$ cat src/rtl/bbs_generator.sv
// Blum-Blum-Shub pseudo-random word generator with bit-serial modular squaring.
// Each squaring of x harvests K low bits; OUT_W/K squarings form one output word.
module bbs_generator #(
  parameter int unsigned     MW    = 16,
  parameter logic [MW-1:0]   MOD   = MW'(40633),
  parameter logic [MW-1:0]   SEED  = MW'(884),
  parameter int unsigned     OUT_W = 256,
  parameter int unsigned     K     = 1
) (
  input  logic             clk,
  input  logic             reset,
  input  logic             start,
  input  logic             reseed,
  input  logic [MW-1:0]    seed_in,
  output logic             busy,
  output logic             done,
  output logic [OUT_W-1:0] result,
  output logic [MW-1:0]    state_x
);

  localparam int unsigned N  = OUT_W / K;
  localparam int unsigned IW = (MW > 1) ? $clog2(MW) : 1;
  localparam int unsigned CW = $clog2(N + 1);

  typedef enum logic [1:0] {
    S_IDLE,
    S_SQ,
    S_UPD
  } state_e;

  state_e           state_q, state_d;
  logic [MW-1:0]    x_q, x_d;
  logic [MW:0]      acc_q, acc_d;
  logic [IW-1:0]    i_q, i_d;
  logic [CW-1:0]    c_q, c_d;
  logic [OUT_W-1:0] sh_q, sh_d;
  logic [OUT_W-1:0] result_q, result_d;
  logic             busy_q, busy_d;
  logic             done_q, done_d;

  logic [MW-1:0]    seed_legal;
  logic [MW:0]      mod_ext, x_ext;
  logic [MW:0]      dbl, dbl_red, add, add_red;
  logic [OUT_W-1:0] harvest, sh_upd;

  // Datapath: acc stays below MOD, so 2*acc and acc+x both fit in MW+1 bits.
  always_comb begin
    seed_legal = (seed_in == '0 || seed_in >= MOD) ? SEED : seed_in;
    mod_ext    = {1'b0, MOD};
    x_ext      = {1'b0, x_q};
    dbl        = acc_q << 1;
    dbl_red    = (dbl >= mod_ext) ? dbl - mod_ext : dbl;
    add        = dbl_red + (x_q[i_q] ? x_ext : '0);
    add_red    = (add >= mod_ext) ? add - mod_ext : add;
    harvest    = '0;
    harvest[K-1:0] = acc_q[K-1:0];
    sh_upd     = (sh_q << K) | harvest;
  end

  always_comb begin
    // NOTE: every _d takes its hold value first, so no branch can leave one unassigned and infer a latch.
    state_d  = state_q;
    x_d      = x_q;
    acc_d    = acc_q;
    i_d      = i_q;
    c_d      = c_q;
    sh_d     = sh_q;
    result_d = result_q;
    busy_d   = busy_q;
    done_d   = 1'b0;

    unique case (state_q)
      S_IDLE: begin
        if (reseed) x_d = seed_legal;
        if (start) begin
          state_d = S_SQ;
          acc_d   = '0;
          i_d     = IW'(MW - 1);
          c_d     = '0;
          sh_d    = '0;
          busy_d  = 1'b1;
        end
      end
      S_SQ: begin
        acc_d = add_red;
        i_d   = i_q - IW'(1);
        if (i_q == '0) state_d = S_UPD;
      end
      S_UPD: begin
        x_d  = acc_q[MW-1:0];
        sh_d = sh_upd;
        c_d  = c_q + CW'(1);
        if (c_q == CW'(N - 1)) begin
          result_d = sh_upd;
          done_d   = 1'b1;
          busy_d   = 1'b0;
          state_d  = S_IDLE;
        end else begin
          acc_d   = '0;
          i_d     = IW'(MW - 1);
          state_d = S_SQ;
        end
      end
      default: state_d = S_IDLE;
    endcase
  end

  always_ff @(posedge clk) begin
    // NOTE: non-blocking assignments so every flop samples the pre-edge values of the others.
    if (reset) begin
      state_q  <= S_IDLE;
      x_q      <= SEED;
      acc_q    <= '0;
      i_q      <= '0;
      c_q      <= '0;
      sh_q     <= '0;
      result_q <= '0;
      busy_q   <= 1'b0;
      done_q   <= 1'b0;
    end else begin
      state_q  <= state_d;
      x_q      <= x_d;
      acc_q    <= acc_d;
      i_q      <= i_d;
      c_q      <= c_d;
      sh_q     <= sh_d;
      result_q <= result_d;
      busy_q   <= busy_d;
      done_q   <= done_d;
    end
  end

  assign busy    = busy_q;
  assign done    = done_q;
  assign result  = result_q;
  assign state_x = x_q;

endmodule
$ cat config.mk
export PLATFORM = sky130hd
export DESIGN_NAME = bbs_generator
export DESIGN_NICKNAME = d
export VERILOG_FILES = /design/src/rtl/bbs_generator.sv
export SDC_FILE = /design/constraint.sdc
export NUM_CORES = 1
export LEC_CHECK = 0
export ABC_AREA = 1
export BUFFER_PORTS_ARGS = -buffer_cell sky130_fd_sc_hd__buf_2
export CAP_MARGIN = 20
export CORE_MARGIN = 5
export CORE_UTILIZATION = 50
export CTS_BUF_LIST = sky130_fd_sc_hd__clkbuf_8
export DETAILED_ROUTE_END_ITERATION = 10
export PLACE_DENSITY = 0.71
export SYNTH_ARGS = -nofsm -noshare
export SYNTH_HDL_FRONTEND = slang
export SYNTH_SLANG_ARGS = --single-unit
$ cat constraint.sdc
create_clock -name clk -period 4.9 [get_ports clk]
set_clock_uncertainty 0.1 [all_clocks]
set_input_delay 0.735 -clock clk [delete_from_list [all_inputs] [get_ports clk]]
set_output_delay 0.735 -clock clk [all_outputs]
set_load 0.005 [all_outputs]
==> impl_metrics.tcl, run 1 <==
set metrics [dict create \
    status "finished clean" \
    grt_max_degree 247 \
    antenna_found_initial 0 \
    clk_latency_ps 650 \
    fin_cells 3793 \
    critPathLaunch "i_q[0]" \
    synthArstFlopShare_pct 0 \
    synth_top_cell_area_share_pct 51.8 \
    grt_pass1_vias 18200 \
    ff2ff_setup_slack_ps 450 \
    synth_area_per_cell_um2 7.39 \
    cp-start-kind "register" \
    layout_setup_ws_ps 449 \
    vias_per_cell 5.20 \
    dieArea_um2 47600 \
    drv_cap 0 \
    synth_warnings 0 \
    relSlewSlack_pct 17.3 \
    core_um2 43000 \
    die_width_um 218 \
    dp.cells 3638 \
    drt-pass1-iter-count 7 \
    overflow 0 \
    crit_end "acc_q[12]" \
    numCtsBuffers 89 \
    rsz0062_at_grt "false" \
    synth_flop_cell "dfxtp_1" \
    synthCells 2931 \
    vdd_drop_max_uv 241 \
    synth_area_leader_cell "dfxtp_1" \
    critPathMaxFanout 23 \
    synth-edff-count 0 \
    p_switching_mw 2.73 \
    critPathRequiredTime_ps 5310 \
    crit_path_frequent_cell "nand2_1" \
    drv_slew 0 \
    synth_most_common_cell "nand2_1" \
    setup_viol 0 \
    wl_per_cell_um 15.1 \
    worst_pin_slew_ps 1240 \
    htree_levels 3 \
    dpl_cell_area_um2 23300 \
    synth_common_cells "nand2_1, dfxtp_1, a21oi_1, clkbuf_1, inv_1" \
    max_freq_mhz 225 \
    synth_fp_nets 2974 \
    ys_ff_latch 560 \
    fin_nets 3187 \
    p_int_mw 7.20 \
    rr_worst_depth 25 \
    antenna_left 0 \
    min_path_type "in -> reg" \
    remaining_drc_errors 0 \
    crit_arrival_ps 4860 \
    slowest_delay_ps 490 \
    grt_pass1_wl_um 92600 \
    fp-row-count 76 \
    num_vias 19700 \
    dp_hpwl_um 36600 \
    power.share.combinational_pct 12.1 \
    crit_path_top_delay_cell "dfxtp_1" \
    netlist_top_cells_area "dfxtp_1, nand2_1, a21oi_1" \
    start_util_pct 50.4 \
    drive_above_1_share_pct 15.0 \
    port_buffers 293 \
    root_buffer "clkbuf_8" \
    power.share.sequential_pct 46.9 \
    clockBufferDepth 3 \
    first_iter_violations 1746 \
    cts.sinks 560 \
    swShare_pct 27.5 \
    track_usage_pct 23.0 \
    p_clk_share_pct 41.0 \
    gp_congestion 0.913 \
    syn_area_um2 21700 \
    cts_tree "built" \
    crit_type "reg -> reg" \
    timing_hold_violations_final 0 \
    synth-seq-area-share_pct 51.8 \
    rr_startpoint "i_q[0]" \
    clkTransAtPathRegs_ps 60 \
    worstSetupPathDepth 25 \
    setup_tns_ps 0 \
    antenna_cells 0 \
    end_kind "register" \
    area_delta_synth_final_pct 16.2 \
    place_ws_ps 517 \
    synth_cell_types 42 \
    leakage_nw 9.89 \
    critPathTopFamily "simple AND/OR/NAND/NOR gates" \
    finalCritPeriodShare_pct 90.8 \
    die_height_um 218 \
    cp.buffers_inverters 2 \
    p_per_area_nw_per_um2 394 \
    r2r-end "acc_q[12]" \
    wl_um 57200 \
    final_cell_area_um2 25200 \
    finalCriticalPeriod_ps 4450 \
    ios 294 \
]
sequential cells by signal, summed over array words and instances (netlist names):
name / cells
acc_q: 16
busy: 1
c_q: 9
done: 1
i_q: 4
result: 256
sh_q: 255
state_q: 2
state_x: 16
worst min-delay path by stage:
stage                start           to  slack [ps]  cells after the start
5_1_grt        seed_in[13]  state_x[13]         280                      3
4_1_cts         seed_in[2]   state_x[2]         270                      3
6_report        seed_in[2]   state_x[2]         320                      3
3_3_place_gp    result[19]   result[19]         350                      2
2_1_floorplan     acc_q[6]     acc_q[6]         340                      2
3_5_place_dp    result[70]   result[70]         350                      2
metrics by stage:
step	hold slack (ps)	total power, mW	utilization, %
after floorplan	340	5.63	-
after global placement	345	5.93	54.2
after detailed placement	350	5.93	54.2
after CTS	269	10.0	58.5
after global routing	276	10.4	58.6
final	322	9.92	58.6
logic make-up (layout without fill, tap and decap cells):
group           Yosys count  count (layout)  synth area share [%]
flops                   560             560                  51.8
simple gates           1407            1407                  25.8
fa+ha+maj                23              23                  1.36
xor+xnor                 23              23                  1.00
compound gates          610             610                  14.5
buf+inv                 308             585                  5.56
power by group through the flow:
stage               Combinational, mW  Sequential, mW  Clock (mW)
floorplan                       0.903            4.73           0
detailed placement               1.18            4.75           0
global placement                 1.18            4.75           0
finish                           1.20            4.65        4.07
global route                     1.33            4.66        4.40
CTS                              1.18            4.65        4.17
cell usage in the layout, fill, tap and decap left out, types with 7 or more instances in the layout:
master	synthesis	routed
xor2_1	21	21
buf_2	26	292
ha_1	22	22
inv_2	14	13
buf_4	0	8
clkbuf_8	0	111
a221oi_1	10	10
nand2_2	12	11
clkinv_2	0	7
a21oi_1	550	549
nor3_1	16	16
nor2_1	70	66
nand4_1	14	14
o21ai_0	25	25
nand2_1	1193	1193
dfxtp_1	560	560
inv_1	108	136
nand3_1	76	76
tightest hold or removal path, delay by kind of cell:
kind	cells	cell delay, ps
compound gates	1	130
buf+inv	1	90
simple gates	1	50
metal layers:
metal | part of all wire, % | GRT usage [%] | vias up | wire, µm
li1 | - | - | 9845 | -
met1 | 47 | 32.7 | 9250 | 26900
met2 | 45 | 36.0 | 539 | 25800
met3 | 5.8 | 4.50 | 98 | 3320
met4 | 2.1 | 6.78 | 0 | 1230
met5 | 0 | 0 | - | 0
final cells by class:
type                    count  area, µm²
fillers                  4096      17800
flip-flops and latches    560      11200
multi-input cells        2063       9270
repair buffers            306       1640
clock buffers             111       1530
well taps                 585        732
inverters                 124        473
clock inverters            44        319
timing repair:
item                       4_1_cts  5_1_grt
hold buffers                     0        0
buffers inserted                 0        0
setup endpoints to repair        0       14
resized for setup                0        3
(Power assumes the default switching activity.)
==> inputs of run 2 (changes only) <==
--- a/config.mk
+++ b/config.mk
@@ -9,10 +9,10 @@
 export BUFFER_PORTS_ARGS = -buffer_cell sky130_fd_sc_hd__buf_2
 export CAP_MARGIN = 20
 export CORE_MARGIN = 5
-export CORE_UTILIZATION = 50
+export CORE_UTILIZATION = 54
 export CTS_BUF_LIST = sky130_fd_sc_hd__clkbuf_8
 export DETAILED_ROUTE_END_ITERATION = 10
-export PLACE_DENSITY = 0.71
+export PLACE_DENSITY = 0.79
 export SYNTH_ARGS = -nofsm -noshare
 export SYNTH_HDL_FRONTEND = slang
 export SYNTH_SLANG_ARGS = --single-unit
==> constraint.sdc (replaced) <==
create_clock -name clk -period 3.95 [get_ports clk]
set_clock_uncertainty 0.1 [all_clocks]
set_input_delay 0.5925 -clock clk [delete_from_list [all_inputs] [get_ports clk]]
set_output_delay 0.5925 -clock clk [all_outputs]
set_load 0.005 [all_outputs]
==> run 2 against run 1 <==
Net effect:
- combinational power is 64% higher
- clock power grew 13%
- via count grew 2.7%
- fmax increased by 16%
- sequential cell count unchanged
- global-route usage rose by 1.9 points
- non-clock buffer count rose by 69
- count of clock-buffer cells in the layout down 7
==> impl_metrics.tcl, run 2 (synthesized netlist as in run 1, its figures left out) <==
set metrics [dict create \
    critPathMaxFanout 11 \
    max_freq_mhz 262 \
    cp-start-kind "register" \
    antenna_left 0 \
    clk_latency_ps 650 \
    leakage_nw 10.2 \
    port_buffers 293 \
    dieArea_um2 44200 \
    clkTransAtPathRegs_ps 70 \
    start_util_pct 54.5 \
    relSlewSlack_pct 30.8 \
    final_cell_mix "nand2_1, dfxtp_1, a21oi_1" \
    overflow 0 \
    finalCritPeriodShare_pct 96.8 \
    nFillCells 3433 \
    fp-row-count 73 \
    cts_tree "built" \
    vias_per_cell 5.35 \
    setup_viol 0 \
    ios 294 \
    clockBufferDepth 3 \
    final_cell_area_um2 25700 \
    numCtsBuffers 88 \
    first_iter_violations 1656 \
    crit_arrival_ps 4250 \
    p_per_area_nw_per_um2 481 \
    wl_per_cell_um 15.5 \
    gp_congestion 1.01 \
    num_vias 20300 \
    wl_um 58600 \
    fin_nets 3256 \
    status "finished clean" \
    grt_pass1_vias 18600 \
    drt-pass1-iter-count 6 \
    final_common_cell "nand2_1" \
    drv_cap 0 \
    dpl_cell_area_um2 23700 \
    hold_buffers 0 \
    critPathRequiredTime_ps 4380 \
    worst_pin_slew_ps 1040 \
    antenna_cells 0 \
    largest_reg_flops 256 \
    core_um2 39700 \
    rsz0062_at_grt "true" \
    vdd_drop_max_uv 296 \
    die_width_um 210 \
    cts.sinks 560 \
    drive_above_1_share_pct 18.1 \
    layout_setup_ws_ps 128 \
    drv_slew 0 \
    track_usage_pct 24.9 \
    utilization_pct 64.6 \
    min_path_type "in -> reg" \
    die_height_um 210 \
    place_ws_ps 65.1 \
    remaining_drc_errors 0 \
    antenna_found_initial 0 \
    dp_hpwl_um 37700 \
    timing_hold_violations_final 0 \
    area_delta_synth_final_pct 18.5 \
    end_kind "register" \
    grt_max_degree 172 \
    grt_pass1_wl_um 93400 \
    root_buffer "clkbuf_8" \
    crit_type "reg -> reg" \
    htree_levels 3 \
    finalCriticalPeriod_ps 3820 \
]
run 2: area by class of cell:
type / instances / area [µm²] / area share [%]
Sequential cell: 560 / 11200 / 43.7
Clock buffer: 104 / 1430 / 5.58
Tap cell: 525 / 657 / 2.56
Multi-Input combinational cell: 2064 / 9520 / 37.1
Timing Repair Buffer: 375 / 2160 / 8.43
Clock inverter: 37 / 200 / 0.780
Inverter: 124 / 474 / 1.85
run 2: power breakdown:
part | leakage, nW | switching (mW) | internal, mW
logic | 4.71 | 1.26 | 0.710
clock network | 0.950 | 2.17 | 2.43
registers | 4.51 | 0.0611 | 5.71
total | 10.2 | 3.49 | 8.85
run 2: repair_timing:
action	in CTS	in global routing
setup endpoints to repair	0	16
buffers inserted	0	10
hold endpoints to repair	0	0
resized for setup	0	71
run 2: final timing paths:
path | start | end | slack [ps] | depth (start not counted)
max | acc_q[1] | acc_q[0] | 130 | 27
min | seed_in[0] | state_x[0] | 150 | 3
max reg2reg | acc_q[1] | acc_q[0] | 130 | 27
min reg2reg | sh_q[241] | result[242] | 360 | 2
run 2: routing by layer:
layer / vias to the layer above / GRT usage, % / wire length [µm]
met4: 0 / 8.19 / 1540
met1: 9473 / 33.5 / 25500
met3: 121 / 4.38 / 3740
met5: - / 0 / 0
li1: 9987 / - / -
met2: 690 / 41.1 / 27900
run 2: metrics by stage:
| step | power (mW) | TNS (ps) | hold slack, ps | cells |
|---|---|---|---|---|
| after floorplan | 6.99 | 0 | 340 | 2931 |
| after global placement | 7.64 | 0 | 346 | 3637 |
| after detailed placement | 7.64 | 0 | 350 | 3637 |
| after CTS | 12.2 | 0 | 106 | 3778 |
| after global routing | 12.9 | -1570 | 157 | 3789 |
| final | 12.3 | 0 | 154 | 3789 |
run 2: critical path, cell delays in order, from the launching register on:
cell,delay [ps]
dfxtp_1,340
inv_2,60
ha_4,160
nor2_4,120
a31oi_4,110
o21ai_2,170
nand2_1,80
nand2_2,110
buf_4,160
nand3_1,80
xor2_1,200
inv_1,70
ha_1,360
nand2_2,170
inv_2,70
a21oi_4,160
buf_4,130
nand3_1,60
nand2_1,130
nand4_1,150
nand2_4,100
nand2_2,60
nand3_2,90
nand2_4,90
nand2_4,160
nand2_1,70
nand3_1,90
o21ai_1,70
==> inputs of run 3 (changes only) <==
==> constraint.sdc (replaced) <==
create_clock -name clk -period 3.5 [get_ports clk]
set_clock_uncertainty 0.1 [all_clocks]
set_input_delay 0.525 -clock clk [delete_from_list [all_inputs] [get_ports clk]]
set_output_delay 0.525 -clock clk [all_outputs]
set_load 0.005 [all_outputs]
==> run 3 against run 2 <==
Net effect:
- sequential share of layout area shrank 1.8 points
- global-route usage increased by 1.5 points
- via count rose by 2.5%
- routed wire length grew 4.5%
- die area unchanged
- largest cell class unchanged
- the flow now finishes with violations (setup timing)
- highest routed layer unchanged
==> impl_metrics.tcl, run 3 (synthesized netlist as in run 1, its figures left out) <==
set metrics [dict create \
    clockBufferDepth 3 \
    die_height_um 210 \
    drive_above_1_share_pct 21.5 \
    worst_pin_slew_ps 1100 \
    fin_nets 3329 \
    track_usage_pct 26.5 \
    root_buffer "clkbuf_8" \
    finalCritPeriodShare_pct 106 \
    antenna_cells 0 \
    power.share.combinational_pct 18.2 \
    cp-start-kind "register" \
    antenna_left 0 \
    wl_per_cell_um 15.8 \
    grt_pass1_wl_um 98900 \
    relSlewSlack_pct 26.7 \
    p_switching_mw 4.21 \
    htree_levels 3 \
    first_iter_violations 1752 \
    grt_pass1_vias 19800 \
    clkTransAtPathRegs_ps 60 \
    die_width_um 210 \
    place_ws_ps -370 \
    dp_hpwl_um 39400 \
    finalCriticalPeriod_ps 3700 \
    critPathRequiredTime_ps 3910 \
    drt-pass1-iter-count 6 \
    violations "setup timing" \
    max_freq_mhz 271 \
    fp-row-count 73 \
    p_per_area_nw_per_um2 554 \
    num_vias 20800 \
    critPathLaunch "acc_q[1]" \
    port_buffers 293 \
    rr_startpoint "acc_q[1]" \
    hold_start "seed_in[14]" \
    slowest_delay_ps 330 \
    leakage_nw 10.7 \
    final_cell_mix "nand2_1, dfxtp_1, a21oi_1" \
    wl_um 61200 \
    crit_path_top_delay_cell "dfxtp_2" \
    ios 294 \
    core_um2 39700 \
    power.share.sequential_pct 43.8 \
    p_clk_share_pct 38.0 \
    utilization_pct 67.4 \
    end_kind "register" \
    remaining_drc_errors 0 \
    vias_per_cell 5.37 \
    final_common_cell "nand2_1" \
    fin_hold_ws_ps 98.6 \
    start_util_pct 54.5 \
    min_path_type "in -> reg" \
    vdd_drop_max_uv 370 \
    clk_latency_ps 650 \
    overflow 0 \
    setup_tns_ps -2540 \
    cts.sinks 560 \
    largest_reg_flops 256 \
    swShare_pct 28.3 \
    p_total_mw 14.9 \
    drv_slew 0 \
    dieArea_um2 44200 \
    crit_path_frequent_cell "nand2_2" \
    rsz0062_at_grt "true" \
    timing_hold_violations_final 0 \
    setup_viol 16 \
    drv_cap 0 \
    hold_buffers 0 \
    cts_tree "built" \
    grt_max_degree 231 \
    area_delta_synth_final_pct 23.7 \
    critPathMaxFanout 8 \
    crit_type "reg -> reg" \
    status "finished with violations" \
    gp_congestion 1.01 \
    p_int_mw 10.6 \
    crit_arrival_ps 4110 \
    numCtsBuffers 88 \
    antenna_found_initial 0 \
    layout_setup_ws_ps -196 \
]
[run 3: cell types whose count changed in the layout (fill, tap and decap cells not counted), moves of 7 or more]
cell / change
buf_4: +64
clkbuf_8: +9
clkinv_2: +10
inv_1: -11
nand2_1: -17
nand2_2: +8
nand2_4: +7
nor2_4: +8
[run 3: path summary, 6_finish.rpt]
kind | slack, ps | endpoint | depth (start not counted)
min reg2reg | 360 | result[7] | 2
min | 100 | state_x[14] | 3
max | -200 | acc_q[8] | 29
max reg2reg | -200 | acc_q[8] | 29
[run 3: per-layer routing]
metal  GRT usage, %  up-vias  share of wire, %
li1               -    10100                 -
met1           35.2     9794                43
met2           43.6      718                48
met3           5.31      123               6.6
met4           8.53        0               2.7
met5              0        -                 0
[run 3: layout make-up]
cell class                      count  area [µm²]
Tap cell                          525         657
Timing Repair Buffer              446        2770
Clock buffer                      113        1560
Fill cell                        3302       12900
Sequential cell                   560       11200
Multi-Input combinational cell   2066        9840
Clock inverter                     38         267
Inverter                          124         492
[run 3: per-stage QoR]
| stage | cell area (µm²) | cells |
|---|---|---|
| after detailed placement | 24200 | 3694 |
| after global placement | 24200 | 3694 |
| after global routing | 26800 | 3872 |
| after CTS | 26600 | 3865 |
| final | 26800 | 3872 |
| after floorplan | 21700 | 2931 |
[run 3: critical path: cells and delay by family (launching register included)]
family                   cells  cell delay (ps)
AO/OA/AOI/OAI                3              370
XOR/XNOR                     1              150
adder cells (fa/ha/maj)      2              490
buffers and inverters        6              530
flip-flops                   1              330
AND/OR/NAND/NOR             17             1590
[run 3: power by group through the flow]
| stage | Sequential (mW) | Clock (mW) | Combinational, mW |
|---|---|---|---|
| after floorplan | 6.62 | 0 | 1.32 |
| after global placement | 6.64 | 0 | 2.22 |
| after detailed placement | 6.64 | 0 | 2.23 |
| after CTS | 6.50 | 5.75 | 2.50 |
| after global routing | 6.51 | 6.06 | 2.90 |
| final | 6.51 | 5.65 | 2.70 |
[run 3: what timing repair did]
action	4_1_cts	5_1_grt
endpoints found under the setup margin	16	16
resized for setup	95	36
pin swaps	46	32
gates cloned	2	1
buffers inserted	18	6
